--- src/rtl/updown_sweep_ctrl.sv ---
// updown_sweep_ctrl: sequences an up/down counter through programmed start->end sweeps with repeats.
// Define SWEEP_CTRL_BOUNCE_EN to honour cmd_bounce (ping-pong passes); otherwise every pass reloads start.
module updown_sweep_ctrl #(
  parameter int WIDTH = 8,
  parameter int REP_W = 4
) (
  input  logic             clk,
  input  logic             rst_n,
  input  logic             cmd_valid,
  output logic             cmd_ready,
  input  logic [WIDTH-1:0] cmd_start,
  input  logic [WIDTH-1:0] cmd_end,
  input  logic [REP_W-1:0] cmd_reps,
  input  logic             cmd_bounce,
  input  logic             cmd_abort,
  output logic             cnt_en,
  output logic             cnt_m,
  output logic             cnt_load,
  output logic [WIDTH-1:0] cnt_data,
  input  logic [WIDTH-1:0] cnt_count,
  output logic             busy,
  output logic             done,
  output logic [REP_W:0]   pass_cnt
);
  typedef enum logic [1:0] {IDLE, LOAD, RUN, DONE} state_t;
  state_t state, state_nx;
  logic [WIDTH-1:0] origin, target, data_q;
  logic [REP_W-1:0] left;
  logic dir, hit, last, swap, accept;
  assign accept = cmd_valid && state == IDLE;
  assign hit = state == RUN && cnt_count == target;
  assign last = left == '0;
`ifdef SWEEP_CTRL_BOUNCE_EN
  logic bounce;
  always_ff @(posedge clk or negedge rst_n)
    if (!rst_n) bounce <= 1'b0;
    else if (accept) bounce <= cmd_bounce;
  assign swap = hit && !last && bounce;
`else
  logic unused_bounce;
  assign unused_bounce = cmd_bounce;
  assign swap = 1'b0;
`endif
  always_ff @(posedge clk or negedge rst_n)
    if (!rst_n) state <= IDLE;
    else state <= state_nx;
  always_comb begin
    state_nx = state;
    case (state)
      IDLE: state_nx = cmd_valid ? LOAD : IDLE;
      LOAD: state_nx = RUN;
      RUN:  state_nx = !hit ? RUN : last ? DONE : swap ? RUN : LOAD;
      DONE: state_nx = IDLE;
    endcase
    if (cmd_abort && state != IDLE) state_nx = IDLE;
  end
  // On a bounce turnaround the detect cycle already drives the next pass toward the old origin.
  always_comb begin
    cmd_ready = state == IDLE;
    busy = state != IDLE;
    cnt_load = state == LOAD && !cmd_abort;
    cnt_en = state == RUN && !cmd_abort && cnt_count != (swap ? origin : target);
    cnt_m = state == RUN && (dir ^ swap);
    cnt_data = state == LOAD ? origin : data_q;
    done = state == DONE && !cmd_abort;
  end
  always_ff @(posedge clk or negedge rst_n)
    if (!rst_n) begin
      origin <= '0;
      target <= '0;
      data_q <= '0;
      left <= '0;
      dir <= 1'b0;
      pass_cnt <= '0;
    end else begin
      if (accept) begin
        origin <= cmd_start;
        target <= cmd_end;
        left <= cmd_reps;
        pass_cnt <= '0;
      end
      if (state == LOAD) begin
        dir <= target < origin;
        data_q <= origin;
      end
      if (hit && !cmd_abort) begin
        pass_cnt <= pass_cnt + 1'b1;
        if (!last) left <= left - 1'b1;
        if (swap) begin
          origin <= target;
          target <= origin;
          dir <= ~dir;
        end
      end
    end
endmodule

--- config.mk ---
export PLATFORM = sky130hd
export DESIGN_NAME = updown_sweep_ctrl
export DESIGN_NICKNAME = d
export VERILOG_FILES = /design/src/rtl/updown_sweep_ctrl.sv
export SDC_FILE = /design/constraint.sdc
export NUM_CORES = 1
export LEC_CHECK = 0
export ABC_AREA = 1
export CORE_MARGIN = 1
export CORE_UTILIZATION = 50
export CTS_BUF_LIST = sky130_fd_sc_hd__clkbuf_4
export CTS_CLUSTER_DIAMETER = 30
export DETAILED_ROUTE_END_ITERATION = 7
export HOLD_SLACK_MARGIN = 0.05
export PLACE_DENSITY = 0.85
export SLEW_MARGIN = 0
export SYNTH_ARGS = -nofsm -noshare
export SYNTH_HDL_FRONTEND = slang
export SYNTH_SLANG_ARGS = --single-unit
--- constraint.sdc ---
create_clock -name clk -period 1.61 [get_ports clk]
set_input_delay 0.4025 -clock clk [delete_from_list [all_inputs] [get_ports clk]]
set_output_delay 0.4025 -clock clk [all_outputs]
set_load 0.02 [all_outputs]
### Word level (Yosys, flattened, before mapping)

Cells that the tools add are included.

| storage, ports and cells | value |
|---|---|
| register bits after elaboration | 36 |
| input port bits | 33 |
| word-level logic and storage cells | 40 |
| output and inout bits | 19 |

| cells by class | value |
|---|---|
| magnitude comparators | 1 |
| reductions and logical operators | 14 |
| muxes and demuxes | 11 |
| equality and inequality tests | 5 |
| add/sub/neg operators | 2 |

Operator list:

| operator | count |
|---|---|
| 4-bit 2-to-1 mux | 3 |
| 5-bit 2-to-1 mux | 2 |
| 1-bit logical AND | 9 |
| 8-bit == test | 1 |
| 8-bit less-than comparator | 1 |
| 8-bit 2-to-1 mux | 1 |
| 8-bit != test | 1 |
| 2-bit one-hot mux with 4 select lines | 1 |
| 2-bit 2-to-1 mux | 3 |
| 5-bit by 1-bit adder with 5-bit output (second input constant) | 1 |
| 2-bit == test (second input constant) | 2 |
| 4-bit zero test | 1 |
| 2-bit nonzero test | 2 |
| 4-bit by 1-bit subtractor with 4-bit output (second input constant) | 1 |
| 2-bit by 1-bit == test with 1-bit output (second input constant) | 1 |
| 2-bit zero test | 1 |
| 1-bit zero test | 1 |
| 1-bit 2-to-1 mux | 1 |

### Longest topological paths before layout

Gate-level depths: netlist of the first run.

| depth | value |
|---|---|
| depth in word-level cells | 5 |
| gate-level depth with buffers | 9 |
| mapped depth without buffers | 9 |

### Least setup slack after synthesis of the first run

OpenSTA, ideal clock, no wires.

| path | value |
|---|---|
| path kind | register -> output |
| start point | register state[0] |
| end point | output port cnt_data[0] |
| buffers on the path | 1 |
| data required time | 1.207 ns |
| arrival | 1.353 ns |
| cell stages (with the launch flop) | 6 |
| setup slack | -0.146 ns |
| cell sequence | dfrtp_1 inv_1 nor2_1 inv_2 buf_2 o21ai_0 |

| on the way | value |
|---|---|
| cells in the longest elaborated chain, start to end | 2 |

RTL lines:

| item | line | text |
|---|---|---|
| from (decl) | 26 | `state_t state, state_nx;` |
| from (signal assigned) | 46 | `else state <= state_nx;` |
| 2-bit by 1-bit == test with 1-bit output | 64 | `cnt_data = state == LOAD ? origin : data_q;` |
| 8-bit 2-to-1 mux | -- |  |
| to (decl) | 19 | `output logic [WIDTH-1:0] cnt_data,` |

No other way between the ends.

### Final worst setup path of the first run

| path | value |
|---|---|
| start point | register state[1] |
| end point | output port cnt_data[2] |

The elaborated chain is that of the path after synthesis.

==> metrics.md, run 1 <==
| Metric | Value |
|---|---|
| Result of the run | `finished, violations left` |
| Violations in the final reports | `negative setup slack` |
| Cell area after placement | `2710 um2` |
| Via total after detailed routing | `2,182` |
| Count of yosys warnings during synthesis | `0` |
| Crit end category | `output pin` |
| Most common cell after layout, fill and taps aside | `sky130_fd_sc_hd__nand2_1` |
| Fin worst setup slack | `-0.428 ns` |
| Actual transition at the worst max-transition pin | `0.470 ns` |
| Commonest non-fill, non-tap cells in the layout | `sky130_fd_sc_hd__nand2_1 (52), sky130_fd_sc_hd__dfrtp_1 (36), sky130_fd_sc_hd__buf_4 (35)` |
| CTS tree | `done` |
| Vias per cell | `5.44` |
| Static power due to leakage | `1.70 nW` |
| Clock Tree Buf Depth | `2` |
| Post-synthesis instance area | `1950 um2` |
| Kind of critical path | `reg -> out` |
| Critical Path AT | `1.64 ns` |
| Number of setup violations in the final report | `35` |
| Cell area after layout | `3290 um2` |
| Net count of the mapped netlist | `290` |
| Relative slew margins | `0.686` |
| Final count of pins violating max slew | `0` |
| Share of post-route cells with drive strength above 1 | `0.374` |
| Share of the clock period used by the worst path | `1.27` |
| CTS root buf | `sky130_fd_sc_hd__clkbuf_4` |
| Final net count | `394` |
| Cell types occupying the most area after synthesis | `sky130_fd_sc_hd__dfrtp_1 (46%), sky130_fd_sc_hd__nand2_1 (12%), sky130_fd_sc_hd__inv_1 (6.9%)` |
| Final hold slack | `0.0611 ns` |
| Drt first-iter violations | `175` |
| Crit Path Max Fanout | `5` |
| Antenna violation net count after detailed routing | `0` |
| Number of top-level pins | `52` |
| Final GP Congestion | `0.807` |
| Clock network latency to the later pin of the worst-skew pair | `0.36 ns` |
| Number of clock sinks seen by CTS | `36` |
| Number of different library cells in the post-synthesis netlist | `21` |
| Die span in x | `64.4 um` |
| Worst min path class | `in -> async` |
| Area grow syn2layout | `69.1%` |
| Sequential element share of the synthesized area | `0.463` |
| Synthesized netlist cell count | `248` |
| Number of port buffers | `50` |
| Placement Rows | `22` |
| Total grt overflow | `0` |
| Largest net degree at the start of global routing | `37` |
| Clock-pin slew on the worst setup and hold paths | `0.11 ns` |
| Wire length of the first global-routing pass | `8690 um` |
| Minimum period implied by the final worst setup slack | `2.04 ns` |
| Initial standard-cell utilization of the core | `0.527` |
| Die ar. | `4140 um2` |
| Critical Path RT | `1.21 ns` |
| Unrepaired setup endpoints after global routing | `true` |
| Largest voltage drop on the vdd net | `927 uV` |
| Clock skew | `0.00682 ns` |
| GRT Util Overall | `0.278` |
| HPWL after DPL | `3260 um` |
| Wirelength, routed | `7100 um` |
| H-tree depth reported by CTS | `2` |
| CTS hold repair buffers | `0` |
| Via count of the first global-routing pass | `1,950` |
| Wire length on met1 | `2760 um` |
| Placeable Area | `3690 um2` |
| Mean area per synthesized cell | `7.85 um2` |
| Antenna cell count | `0` |
| Biggest area consumer among synthesized cells | `sky130_fd_sc_hd__dfrtp_1` |
| Max Cap Violations | `0` |
| Cell Pwr Density | `1270 nW/um2` |
| Die boundary height | `64.4 um` |
| Met3 wire len | `409 um` |
| Number of buffers inserted during clock tree synthesis | `5` |
| Category of the worst setup path launch point | `flip-flop` |
| Met2 routed WL | `3630 um` |
| Timing-limited maximum frequency | `491 MHz` |
| Residual DRC count | `0` |
| Number of antenna violations at the first check in global routing | `0` |
| Final hold violations | `0` |
| Mean routed wirelength per cell | `17.7 um` |
| Highest metal used | `met4` |
| Post-synth top area share | `0.463` |
| Number of detailed-routing iterations run before antenna repair | `4` |
| Flops & latches, synth | `36` |
final cells by class:
type	instances	area [um2]
Tap cell	48	60.1
Multi-Input combinational cell	168	1110
Clock inverter	3	13.8
Clock buffer	5	37.5
Sequential cell	36	901
Timing Repair Buffer	100	993
Fill cell	157	398
Inverter	38	148
Timing Repair inverter	3	22.5
flip-flops by register name (all words and copies together), names as in the netlist:
name and cells:
data_q 8, dir 1, left 4, origin 8
pass_cnt 5, state 2, target 8
per-stage QoR:
stage / std cells / setup slack, ns / TNS [ns] / utilization / power [mW]
global route: 401 / -0.475 / -8.40 / 0.892 / 4.40
detailed placement: 373 / -0.740 / -9.18 / 0.734 / 2.93
floorplan: 248 / -0.146 / -1.17 / - / 2.15
finish: 401 / -0.428 / -6.49 / 0.892 / 4.19
global placement: 373 / -0.729 / -8.41 / 0.734 / 2.85
CTS: 391 / -0.339 / -3.90 / 0.783 / 3.54
synthesized netlist by cell type, drive strengths merged:
| cell | number |
|---|---|
| a21oi | 20 |
| and2 | 1 |
| buf | 7 |
| dfrtp | 36 |
| ha | 9 |
| inv | 38 |
| mux2 | 3 |
| nand2 | 61 |
| nand3 | 20 |
| nand3b | 2 |
| nand4 | 4 |
| nor2 | 32 |
| o21a | 1 |
| o21ai | 10 |
| xnor2 | 1 |
| xor2 | 3 |
final timing paths:
| kind | from | to | slack (ns) | cells past startpoint |
|---|---|---|---|---|
| worst max-delay path | state[1] | cnt_data[2] | -0.43 | 6 |
| worst min-delay path | rst_n | left[2] | 0.06 | 2 |
| worst max register to register | state[1] | left[1] | -0.18 | 9 |
| worst min register to register | data_q[7] | data_q[7] | 0.51 | 2 |
| max in group asynchronous | rst_n | target[0] | 1.22 | 2 |
| min in group clk | data_q[7] | data_q[7] | 0.51 | 2 |
worst max-delay path: stages (launching register included):
cell                         delay (ns)
sky130_fd_sc_hd__dfrtp_1           0.44
sky130_fd_sc_hd__nor2_4            0.18
sky130_fd_sc_hd__buf_6             0.14
sky130_fd_sc_hd__clkinvlp_4        0.16
sky130_fd_sc_hd__nand2_1           0.12
sky130_fd_sc_hd__o21ai_2           0.07
sky130_fd_sc_hd__buf_4             0.16
metal layers:
layer / vias to the layer above / global-route usage
li1: 991 / -
met1: 1060 / 0.338
met2: 101 / 0.466
met3: 30 / 0.0696
met4: 0 / 0.119
met5: - / 0
power breakdown:
group	switching (mW)	internal (mW)
sequential	0.166	1.17
clock	0.326	0.160
combinational	1.26	1.11
total	1.75	2.44
logic make-up after synthesis:
kind of cell | after synthesis | share of synthesized area
adder cells (fa/ha/maj) | 9 | 0.0579
flip-flops | 36 | 0.463
XOR/XNOR | 4 | 0.0180
AO/OA/AOI/OAI | 31 | 0.0810
buffers and inverters | 45 | 0.0990
AND/OR/NAND/NOR | 120 | 0.264
multiplexers | 3 | 0.0174
what timing repair did:
item / CTS / global route
gates cloned: 3 / 5
gates resized for setup: 131 / 71
buffers inserted: 8 / 7
pin swaps: 13 / 8
setup endpoints to repair: 24 / 39
Power figures use the tool's default switching activity.
==> run 2: changes to the inputs <==
CELL_PAD_IN_SITES_DETAIL_PLACEMENT = 2   (was default)
CELL_PAD_IN_SITES_GLOBAL_PLACEMENT = 2   (was default)
CORE_UTILIZATION = 28   (was 50)
SKIP_CTS_REPAIR_TIMING = 1   (was default)
==> run 2 against run 1 <==
Against the previous run: the flow still finishes with violations (negative setup slack); via count shrank 7.9%; sequential cell count is the same; utilization shrank 45 points; maximum frequency grew 5.6%; count of clock-buffer cells in the layout is the same; sequential power is essentially flat; routed wire length shrank 1.7%; clock skew shrank 0.0047 ns; final area shrank 8.7%; critical path depth shrank 1; total power shrank 8.0%; cell count grew 5.2%; critical endpoint is now cnt_data[5]; largest cell class unchanged.
==> metrics.md, run 2 (synthesis results as in run 1) <==
| Metric | Value |
|---|---|
| Peak per-stage delay on the critical path | `0.40 ns (-0.04 ns)` |
| Minimum period implied by the final worst setup slack | `1.93 ns (-0.109 ns)` |
| Final count of pins violating max slew | `0 (unchanged)` |
| Via total after detailed routing | `2,009 (-7.9%)` |
| Relative slew margins | `0.676 (-0.00946)` |
| Registers with the most flip-flops | `data_q (8), origin (8), target (8)` |
| Number of setup violations in the final report | `13 (-63%)` |
| Crit Path Max Fanout | `18 (+13)` |
| GRT Util Overall | `0.194 (-0.0847)` |
| Clock Tree Buf Depth | `2 (unchanged)` |
| Die ar. | `7290 um2 (+76%)` |
| Reg-to-reg startpoint | `target[1]` |
| Die span in x | `85.4 um (+33%)` |
| Commonest non-fill, non-tap cells in the layout | `sky130_fd_sc_hd__nand2_1 (56), sky130_fd_sc_hd__buf_4 (47), sky130_fd_sc_hd__dfrtp_1 (36)` |
| Cell area after layout | `3000 um2 (-8.7%)` |
| Clock-pin slew on the worst setup and hold paths | `0.11 ns (about the same)` |
| Crit-path cells | `inv_2 -> nor2_4 -> inv_6 -> o21ai_1 -> buf_4` |
| Vias per cell | `4.76 (-13%)` |
| Total grt overflow | `0 (unchanged)` |
| HPWL after DPL | `5120 um (+57%)` |
| Worst setup slack after placement | `-0.822 ns (-0.0826 ns)` |
| Register-to-Register Setup Slack | `0.03 ns (+0.21 ns)` |
| Clock network latency to the later pin of the worst-skew pair | `0.34 ns (-0.02 ns)` |
| Wire length of the first global-routing pass | `10,900 um (+25%)` |
| Most common cell after layout, fill and taps aside | `sky130_fd_sc_hd__nand2_1` |
| Layout filler cell count | `768 (+390%)` |
| Largest net degree at the start of global routing | `37 (unchanged)` |
| Cell Pwr Density | `1280 nW/um2 (+0.82%)` |
| Share of post-route cells with drive strength above 1 | `0.272 (-0.102)` |
| Static power due to leakage | `1.74 nW (+2.1%)` |
| Crit path launch | `state[0]` |
| Result of the run | `finished, violations left` |
| Die boundary height | `85.4 um (+33%)` |
| Critical Path RT | `1.21 ns (about the same)` |
| Share of the clock period used by the worst path | `1.20 (-0.0675)` |
| Cells on worst reg2reg path | `9 (unchanged)` |
| Sequential cell area in the final layout | `901 um2 (unchanged)` |
| Actual transition at the worst max-transition pin | `0.486 ns (+0.0157 ns)` |
| Worst min path class | `in -> async` |
| Area taken by multi-input logic gates | `926 um2 (-17%)` |
| Timing-limited maximum frequency | `518 MHz (+5.6%)` |
| Residual DRC count | `0 (unchanged)` |
| Category of the worst setup path launch point | `flip-flop` |
| Highest-delay cell along the critical path | `sky130_fd_sc_hd__dfrtp_1` |
| Number of antenna violations at the first check in global routing | `0 (unchanged)` |
| Clock skew | `0.00207 ns (-0.00475 ns)` |
| Number of top-level pins | `52 (unchanged)` |
| Area grow syn2layout | `54.4%` |
| Crit end category | `output pin` |
| Wirelength, routed | `6990 um (-1.7%)` |
| Final net count | `383 (-2.8%)` |
| Number of port buffers | `50 (unchanged)` |
| Unrepaired setup endpoints after global routing | `true` |
| Antenna violation net count after detailed routing | `0 (unchanged)` |
| Placeable Area | `6760 um2 (+83%)` |
| Violations in the final reports | `negative setup slack` |
| Critical Path AT | `1.53 ns (-0.11 ns)` |
| Kind of critical path | `reg -> out` |
| Largest voltage drop on the vdd net | `477 uV (-48%)` |
| Mean routed wirelength per cell | `16.6 um (-6.6%)` |
| Initial standard-cell utilization of the core | `0.288 (-0.240)` |
| Final GP Congestion | `0.716 (-11%)` |
| Number of detailed-routing iterations run before antenna repair | `4 (unchanged)` |
| Number of buffers inserted during clock tree synthesis | `5 (unchanged)` |
| Placement Rows | `30 (+36%)` |
| CTS tree | `done` |
| Drt first-iter violations | `65 (-63%)` |
| Via count of the first global-routing pass | `2,334 (+20%)` |
| Final hold violations | `0 (unchanged)` |
| H-tree depth reported by CTS | `2 (unchanged)` |
| Fin worst setup slack | `-0.319 ns (+0.109 ns)` |
| Max Cap Violations | `0 (unchanged)` |
| CTS root buf | `sky130_fd_sc_hd__clkbuf_4` |
| Kind of cell with the highest combined delay on the critical path | `flip-flops` |
| Total stage count of the critical path | `5 (-1)` |
| Antenna cell count | `0 (unchanged)` |
| Final hold slack | `0.0803 ns (+0.0192 ns)` |
| Worst r2r dst | `pass_cnt[2]` |
| Cell area after placement | `2830 um2 (+4.6%)` |
| Number of clock sinks seen by CTS | `36 (unchanged)` |
| Critical path buffer and inverter count | `3 (unchanged)` |
[run 2: changes by cell type in the layout (fill, tap and decap cells not counted), moves of 9 or more]
cell / previous run / this run
sky130_fd_sc_hd__buf_6: 22 / 5
sky130_fd_sc_hd__dlygate4sd2_1: 14 / 0
sky130_fd_sc_hd__dlymetal6s2s_1: 0 / 14
sky130_fd_sc_hd__nor2_4: 19 / 5
sky130_fd_sc_hd__buf_4: 35 / 47
sky130_fd_sc_hd__nor2_1: 10 / 19
[run 2: final cells by class]
type                       count  area share
clock buffer                   5      0.0125
sequential                    36       0.300
clock inverter                 3      0.0125
multi-input combinational    167       0.308
timing repair buffer          93       0.284
tap                           80      0.0333
inverter                      38      0.0491
[run 2: layer usage]
layer | vias up | share of wire | track usage
met3 | 7 | 0.020 | 0.0224
met5 | - | 0 | 0
li1 | 966 | - | -
met2 | 36 | 0.58 | 0.383
met4 | 0 | 0.014 | 0.0727
met1 | 1000 | 0.39 | 0.208
[run 2: worst max-delay path by stage]
stage                        to  slack, ns
finish              cnt_data[5]      -0.32
global route        cnt_data[5]      -0.40
CTS                 cnt_data[4]      -0.97
detailed placement       cnt_en      -0.82
global placement         cnt_en      -0.78
floorplan           cnt_data[0]      -0.15
[run 2: metrics by stage]
stage	setup TNS (ns)	total power, mW	std cells	util
after detailed placement	-12.07	3.15	413	0.419
after global routing	-4.10	4.11	422	0.445
final	-2.72	3.85	422	0.445
after CTS	-13.06	3.83	421	0.430
after global placement	-9.79	2.99	413	0.419
after floorplan	-1.17	2.15	248	-
[run 2: where the power goes]
| group | leakage [nW] | total (mW) | switching [mW] | internal (mW) |
|---|---|---|---|---|
| clock network | 0.0403 | 0.639 | 0.322 | 0.317 |
| registers | 0.425 | 1.31 | 0.146 | 1.17 |
| logic | 1.27 | 1.90 | 1.05 | 0.846 |
| total | 1.74 | 3.85 | 1.52 | 2.33 |
==> run 3: changes to the inputs <==
CAP_MARGIN = 40   (was default)
==> results of run 3 <==
The final DEF is identical to that of run 2; final timing and power are the same.
